===== config.mk =====
export PLATFORM = sky130hd
export DESIGN_NAME = mull_unit
export DESIGN_NICKNAME = d
export VERILOG_FILES = /design/src/rtl/mull_unit.sv
export SDC_FILE = /design/constraint.sdc
export NUM_CORES = 1
export LEC_CHECK = 0
export CAP_MARGIN = 20
export CORE_MARGIN = 3
export CORE_UTILIZATION = 30
export DETAILED_ROUTE_END_ITERATION = 8
export PLACE_DENSITY = 0.45
export SYNTH_ARGS = -nofsm -noshare
export SYNTH_HDL_FRONTEND = slang
export SYNTH_SLANG_ARGS = --single-unit

===== constraint.sdc =====
create_clock -name clk -period 4.5 [get_ports clk]
set_input_delay 0.45 -clock clk [delete_from_list [all_inputs] [get_ports clk]]
set_output_delay 0.45 -clock clk [all_outputs]
set_load 0.02 [all_outputs]

===== src/rtl/mull_unit.sv =====
// Iterative 32x32->64 multiplier for UMULL/SMULL: radix-2 shift-add on operand magnitudes,
// followed by a single sign-correction step. Fixed latency of WIDTH+2 cycles from launch to done.
module mull_unit #(
  parameter int unsigned WIDTH = 32,
  parameter int unsigned CNT_W = 6
) (
  input  logic             clk,
  input  logic             reset,
  input  logic             start,
  input  logic             is_signed,
  input  logic [WIDTH-1:0] a,
  input  logic [WIDTH-1:0] b,
  output logic             busy,
  output logic             done,
  output logic [WIDTH-1:0] lo,
  output logic [WIDTH-1:0] hi,
  output logic             n_flag,
  output logic             z_flag
);

  localparam int unsigned PW = 2 * WIDTH;
  localparam logic [CNT_W-1:0] LastCnt = CNT_W'(WIDTH - 1);

  typedef enum logic [1:0] {StIdle, StCalc, StFix, StDone} state_e;

  state_e           state;
  logic [PW-1:0]    acc;
  logic [PW-1:0]    mcand;
  logic [WIDTH-1:0] mplier;
  logic [CNT_W-1:0] cnt;
  logic             neg;

  logic [WIDTH-1:0] mag_a;
  logic [WIDTH-1:0] mag_b;
  logic [PW-1:0]    product;

  // The most negative operand maps to itself, which is correct when read as unsigned.
  always_comb begin
    mag_a   = (is_signed & a[WIDTH-1]) ? -a : a;
    mag_b   = (is_signed & b[WIDTH-1]) ? -b : b;
    product = neg ? -acc : acc;
  end

  always_ff @(posedge clk) begin
    if (reset) begin
      state  <= StIdle;
      busy   <= 1'b0;
      done   <= 1'b0;
      lo     <= '0;
      hi     <= '0;
      n_flag <= 1'b0;
      z_flag <= 1'b0;
      acc    <= '0;
      mcand  <= '0;
      mplier <= '0;
      cnt    <= '0;
      neg    <= 1'b0;
    end else begin
      unique case (state)
        StIdle, StDone: begin
          done <= 1'b0;
          if (start) begin
            state  <= StCalc;
            busy   <= 1'b1;
            mcand  <= PW'(mag_a);
            mplier <= mag_b;
            neg    <= is_signed & (a[WIDTH-1] ^ b[WIDTH-1]);
            acc    <= '0;
            cnt    <= '0;
          end else begin
            state <= StIdle;
          end
        end
        StCalc: begin
          // Shifting the multiplicand each step is equivalent to adding mag_a << cnt.
          if (mplier[0]) acc <= acc + mcand;
          mcand  <= mcand << 1;
          mplier <= mplier >> 1;
          cnt    <= cnt + 1'b1;
          if (cnt == LastCnt) state <= StFix;
        end
        StFix: begin
          lo     <= product[WIDTH-1:0];
          hi     <= product[PW-1:WIDTH];
          n_flag <= product[PW-1];
          z_flag <= (product == '0);
          busy   <= 1'b0;
          done   <= 1'b1;
          state  <= StDone;
        end
        default: state <= StIdle;
      endcase
    end
  end

endmodule


======== Yosys cells after proc, flatten, opt, wreduce, memory -nomap -nowiden ========
Index checks and enable logic that the tools add are counted.
storage, ports and cells
  register bits after elaboration ......... 237
  bits of input ports ..................... 68
  output and inout port bits .............. 68
  word-level logic and storage cells ...... 55
operators by class
  add/subtract/negate cells ............... 5
  equal/unequal tests ..................... 7
  muxes and demuxes ....................... 18
  bitwise operators ....................... 4
  reduce and logical (&&, ||, !) cells .... 9
operator list
  operator               count
  $mux W64               4
  $pmux W64 S2           2
  $mux W32               3
  $add A64 B64 Y64       1
  $logic_not A64 Y1      1
  $neg A32 Y32           2
  $neg A64 Y64           1
  $pmux W32 S2           1
  $pmux W6 S2            1
  $add A6 B1 Y6 const B  1
  $eq A6 B5 Y1 const B   1
  $mux W6                1
  $ne A2 B2 Y1 const B   3
  $pmux W2 S3            1
  $reduce_and A2 Y1      3
  $eq A2 B2 Y1 const B   2
  $pmux W1 S2            2
  $reduce_bool A2 Y1     2
  $and A1 B1 Y1          3
  $reduce_and A3 Y1      1
  $eq A2 B1 Y1 const B   1
  $logic_not A2 Y1       1
  $mux W1                2
  $mux W2                1
  2 further kinds        2

======== Longest topological paths before layout ========
  depth after elaboration ................. 4
  mapped depth ............................ 14
  gate-level depth less buffers ........... 14

======== Worst setup path after synthesis ========
No wires, ideal clock.
  kind .................................... register -> register
  start ................................... register acc[18]
  end ..................................... register z_flag
  setup time .............................. 0.069 ns
  data arrival time ....................... 3.261 ns
  required time ........................... 4.431 ns
  slack ................................... 1.170 ns
  stages on the path, launching flop included .. 12
  buffers on the path ..................... 1
  clock period less this slack ............ 3.330 ns
  path through ............................ dfxtp_1 > buf_6 > or4_4 > or4_4 > or4_4 > or3_4 > o31ai_4 > xor2_1 > nand4_1 > nor4_2 > nand4_1 > o21ai_1
between the ends
  word-level cells in the longest chain between the ends .. 3
ends and longest elaborated chain
  item                    RTL line  source
  start, declared         27        logic [PW-1:0] acc;
  start signal, assigned  76        if (mplier[0]) acc <= acc + mcand;
  $neg A64 Y64            41        product = neg ? -acc : acc;
  $mux W64 *              41
  $logic_not A64 Y1 *     86        z_flag <= (product == '0);
  end signal, assigned    86
  end, declared           18        output logic z_flag
Mark *: on every way between the ends. The rest lies on a longest branch, timed or not.
A chain may end at the register's enable or synchronous reset.

======== Final worst setup path ========
  start ................................... register acc[2]
  end ..................................... register z_flag
The elaborated chain is that of the path after synthesis.

==> results_dict.tcl <==
set metrics [dict create \
    final_max_slew_viol_count 0 \
    peakVddDrop_mv 0.2941 \
    synthArstFlopShare 0 \
    critPathLaunchType "flop" \
    rows 82 \
    yosysUniqueCellTypes 71 \
    slew_headroom 0.2932 \
    htree_levels 1 \
    syn_inst 2064 \
    cts_inserted_buffers 30 \
    finalPower_uw 8439 \
    clock_latency_ns 0.57 \
    ios 136 \
    hold_ws_ns 0.3122 \
    whs_endpoint "acc[41]" \
    finalCriticalPeriod_ns 4.006 \
    drive_gt1_frac 0.05428 \
    route.detailed.drc 0 \
    drt_wl_total_mm 49.79 \
    power_density_nw_per_um2 456.0 \
    antenna_cells 0 \
    syn_area_um2 15570 \
    grt_pass1_vias 14030 \
    tns_ns 0 \
    cts_resized 0 \
    ys_seq_elements 236 \
    chipWidth_um 233.8 \
    hold_viol_final 0 \
    cts_tree "yes" \
    rr_startpoint "acc[2]" \
    finClkSkew_ns 0.01040 \
    ys_seq_area_frac 0.3035 \
    die_h_um 233.8 \
    static-leakage-power_uw 0.007055 \
    reg2reg_slack_ns 0.49 \
    cts_root_buffer "clkbuf_16" \
    status "complete, no violations" \
    setup_slack_ns 0.4943 \
    cts.sinks 236 \
    final.period_utilization 0.8902 \
    cts_buffer_depth 3 \
    setup_violations 0 \
    hold_path.class "primary input to flop" \
    dp_slack_ns 0.4962 \
    dieArea_um2 54660 \
    reg2reg_to "z_flag" \
    ant_nets 0 \
    worstSetupEndpointType "flop" \
    crit_start "acc[2]" \
    rsz0062_at_grt "no" \
    path_class "flop to flop" \
    tightest_slew_ns 1.060 \
    min-delay-start "reset" \
    hpwl_mm 37.16 \
    fin_nets 2253 \
    num_vias 14750 \
    antenna_found_initial 0 \
    synth_warnings 0 \
    cap_violations 0 \
    track_usage 0.1787 \
    first_pass_iters 5 \
    clkTransAtPathRegs_ns 0.06 \
    grt_pass1_wl_mm 79.58 \
    fillers 5381 \
    r2r_cells 12 \
    place_congestion 0.8844 \
    ys.flop_type "dfxtp_1" \
    synth_edf_count 0 \
    syn_nets 2204 \
    holdPathStages 2 \
    max_freq_mhz 249.6 \
    port_buffers 135 \
    initial_core_util 0.3071 \
    arrival_ns 4.50 \
    grt_overflow 0 \
    grt_max_degree 95 \
    drtIter0Drc 976 \
    cts_setup_buffers 0 \
    crit_fanout 10 \
    syn2layout_area_growth_pct 18.89 \
    vias_per_cell 5.252 \
    coreArea_um2 50680 \
    ctsHoldBuffers 0 \
    synth.avg_cell_area_um2 7.542 \
    routedWlPerCell_um 17.72 \
    required_ns 4.99 \
]
critical path: stages (launching register included):
cell	delay [ns]
dfxtp_1	0.31
buf_4	0.16
nor4_1	0.81
and3_1	0.38
nand4b_4	0.21
nand3b_1	0.33
or4_1	0.49
o21ai_0	0.25
xnor2_1	0.19
nand3_1	0.14
nor4_2	0.42
nand4_1	0.13
o21ai_1	0.10
worst max-delay path by stage:
stage                    to  slack, ns  cells past startpoint
finish               z_flag       0.49                     12
global route        acc[60]       0.17                     14
CTS                 acc[56]       0.49                     14
detailed placement  acc[56]       0.50                     14
global placement    acc[60]       0.50                     14
floorplan            z_flag       1.17                     11
kinds of logic after synthesis:
| group | synth area share |
|---|---|
| compound gates | 0.2625 |
| buf+inv | 0.04372 |
| fa+ha+maj | 0.05835 |
| mux | 0.004501 |
| flops | 0.3035 |
| xor+xnor | 0.1007 |
| simple gates | 0.2267 |
report_power, final:
part / internal (uW) / switching (uW)
combinational: 1160 / 1970
sequential: 2500 / 310
clock: 1520 / 981
metal layers:
| layer | vias to the layer above | routed length [um] | GRT usage |
|---|---|---|---|
| met5 | - | 0 | 0 |
| met4 | 0 | 927 | 0.03902 |
| met3 | 55 | 2180 | 0.02247 |
| met1 | 6869 | 25860 | 0.2668 |
| li1 | 7530 | - | - |
| met2 | 300 | 20820 | 0.2737 |
placed cells by master (no fill, tap or decap), drive strengths merged, types with 12 or more instances in the layout:
master / Yosys / final
nand2: 286 / 286
dfxtp: 236 / 236
a21oi: 200 / 200
nor2: 185 / 185
clkdlybuf4s50: 0 / 134
o21ai: 120 / 120
xor2: 105 / 105
xnor2: 74 / 74
nand3: 73 / 73
a211oi: 72 / 72
ha: 71 / 71
o211ai: 50 / 50
a21o: 45 / 45
clkbuf: 137 / 44
nor3: 36 / 36
a22oi: 30 / 30
inv: 29 / 30
buf: 10 / 30
nand2b: 25 / 25
nand4: 23 / 23
o31ai: 22 / 22
or4: 22 / 22
a31oi: 19 / 19
and3: 18 / 18
or3: 18 / 18
o41ai: 17 / 17
nor4: 14 / 14
o21a: 12 / 12
cells in the mapped netlist, types with 4 or more instances:
cell | count | share of area
or3_1 | 17 | 0.0068
buf_1 | 6 | 0.0014
a21boi_0 | 6 | 0.0029
o21a_1 | 12 | 0.0058
xnor2_1 | 74 | 0.042
a31oi_1 | 19 | 0.0076
and2_1 | 11 | 0.0044
nand2b_1 | 22 | 0.0088
or4_1 | 19 | 0.0092
nor3_1 | 36 | 0.012
a311oi_1 | 4 | 0.0023
mux2i_1 | 7 | 0.0045
nor2b_1 | 11 | 0.0044
o32ai_1 | 4 | 0.0023
ha_1 | 71 | 0.057
o31a_1 | 4 | 0.0023
o31ai_1 | 19 | 0.0092
dfxtp_1 | 236 | 0.30
and3_1 | 18 | 0.0072
nor4_1 | 13 | 0.0052
a22oi_1 | 30 | 0.014
o21ai_1 | 7 | 0.0023
or2_2 | 9 | 0.0036
inv_1 | 29 | 0.0070
o21ai_0 | 112 | 0.036
nor2_1 | 185 | 0.045
nand3b_1 | 4 | 0.0019
a21oi_1 | 200 | 0.064
nand3_1 | 73 | 0.023
a21o_1 | 45 | 0.022
o21bai_1 | 9 | 0.0043
o211ai_1 | 50 | 0.024
clkbuf_1 | 137 | 0.033
nand4_1 | 23 | 0.0092
nand2_1 | 286 | 0.069
nor3b_1 | 10 | 0.0048
o41ai_1 | 15 | 0.0084
a211oi_1 | 72 | 0.035
xor2_1 | 105 | 0.059
a22o_1 | 5 | 0.0028
area by class of cell:
class,count,area [um^2],share of cell area
tap,672,840.8,0.04543
sequential,236,4726,0.2553
clock buffer,44,914.6,0.04942
multi-input combinational,1651,10200,0.5512
clock inverter,12,128.9,0.006963
timing repair buffer,164,1583,0.08552
inverter,30,112.6,0.006084
per-stage QoR:
| step | std cells | util | cell area (um^2) |
|---|---|---|---|
| final | 2809 | 0.3652 | 18510 |
| after global routing | 2809 | 0.3652 | 18510 |
| after CTS | 2809 | 0.3652 | 18510 |
| after detailed placement | 2753 | 0.3446 | 17460 |
| after global placement | 2753 | 0.3446 | 17460 |
| after floorplan | 2064 | - | 15570 |
flip-flops by register name, summed over array words and instances (netlist names):
register  cells
acc          64
mcand        64
hi           32
lo           32
mplier       32
cnt           6
state         2
busy          1
done          1
neg           1
z_flag        1
Note: power is estimated with default switching activity, not from simulation.
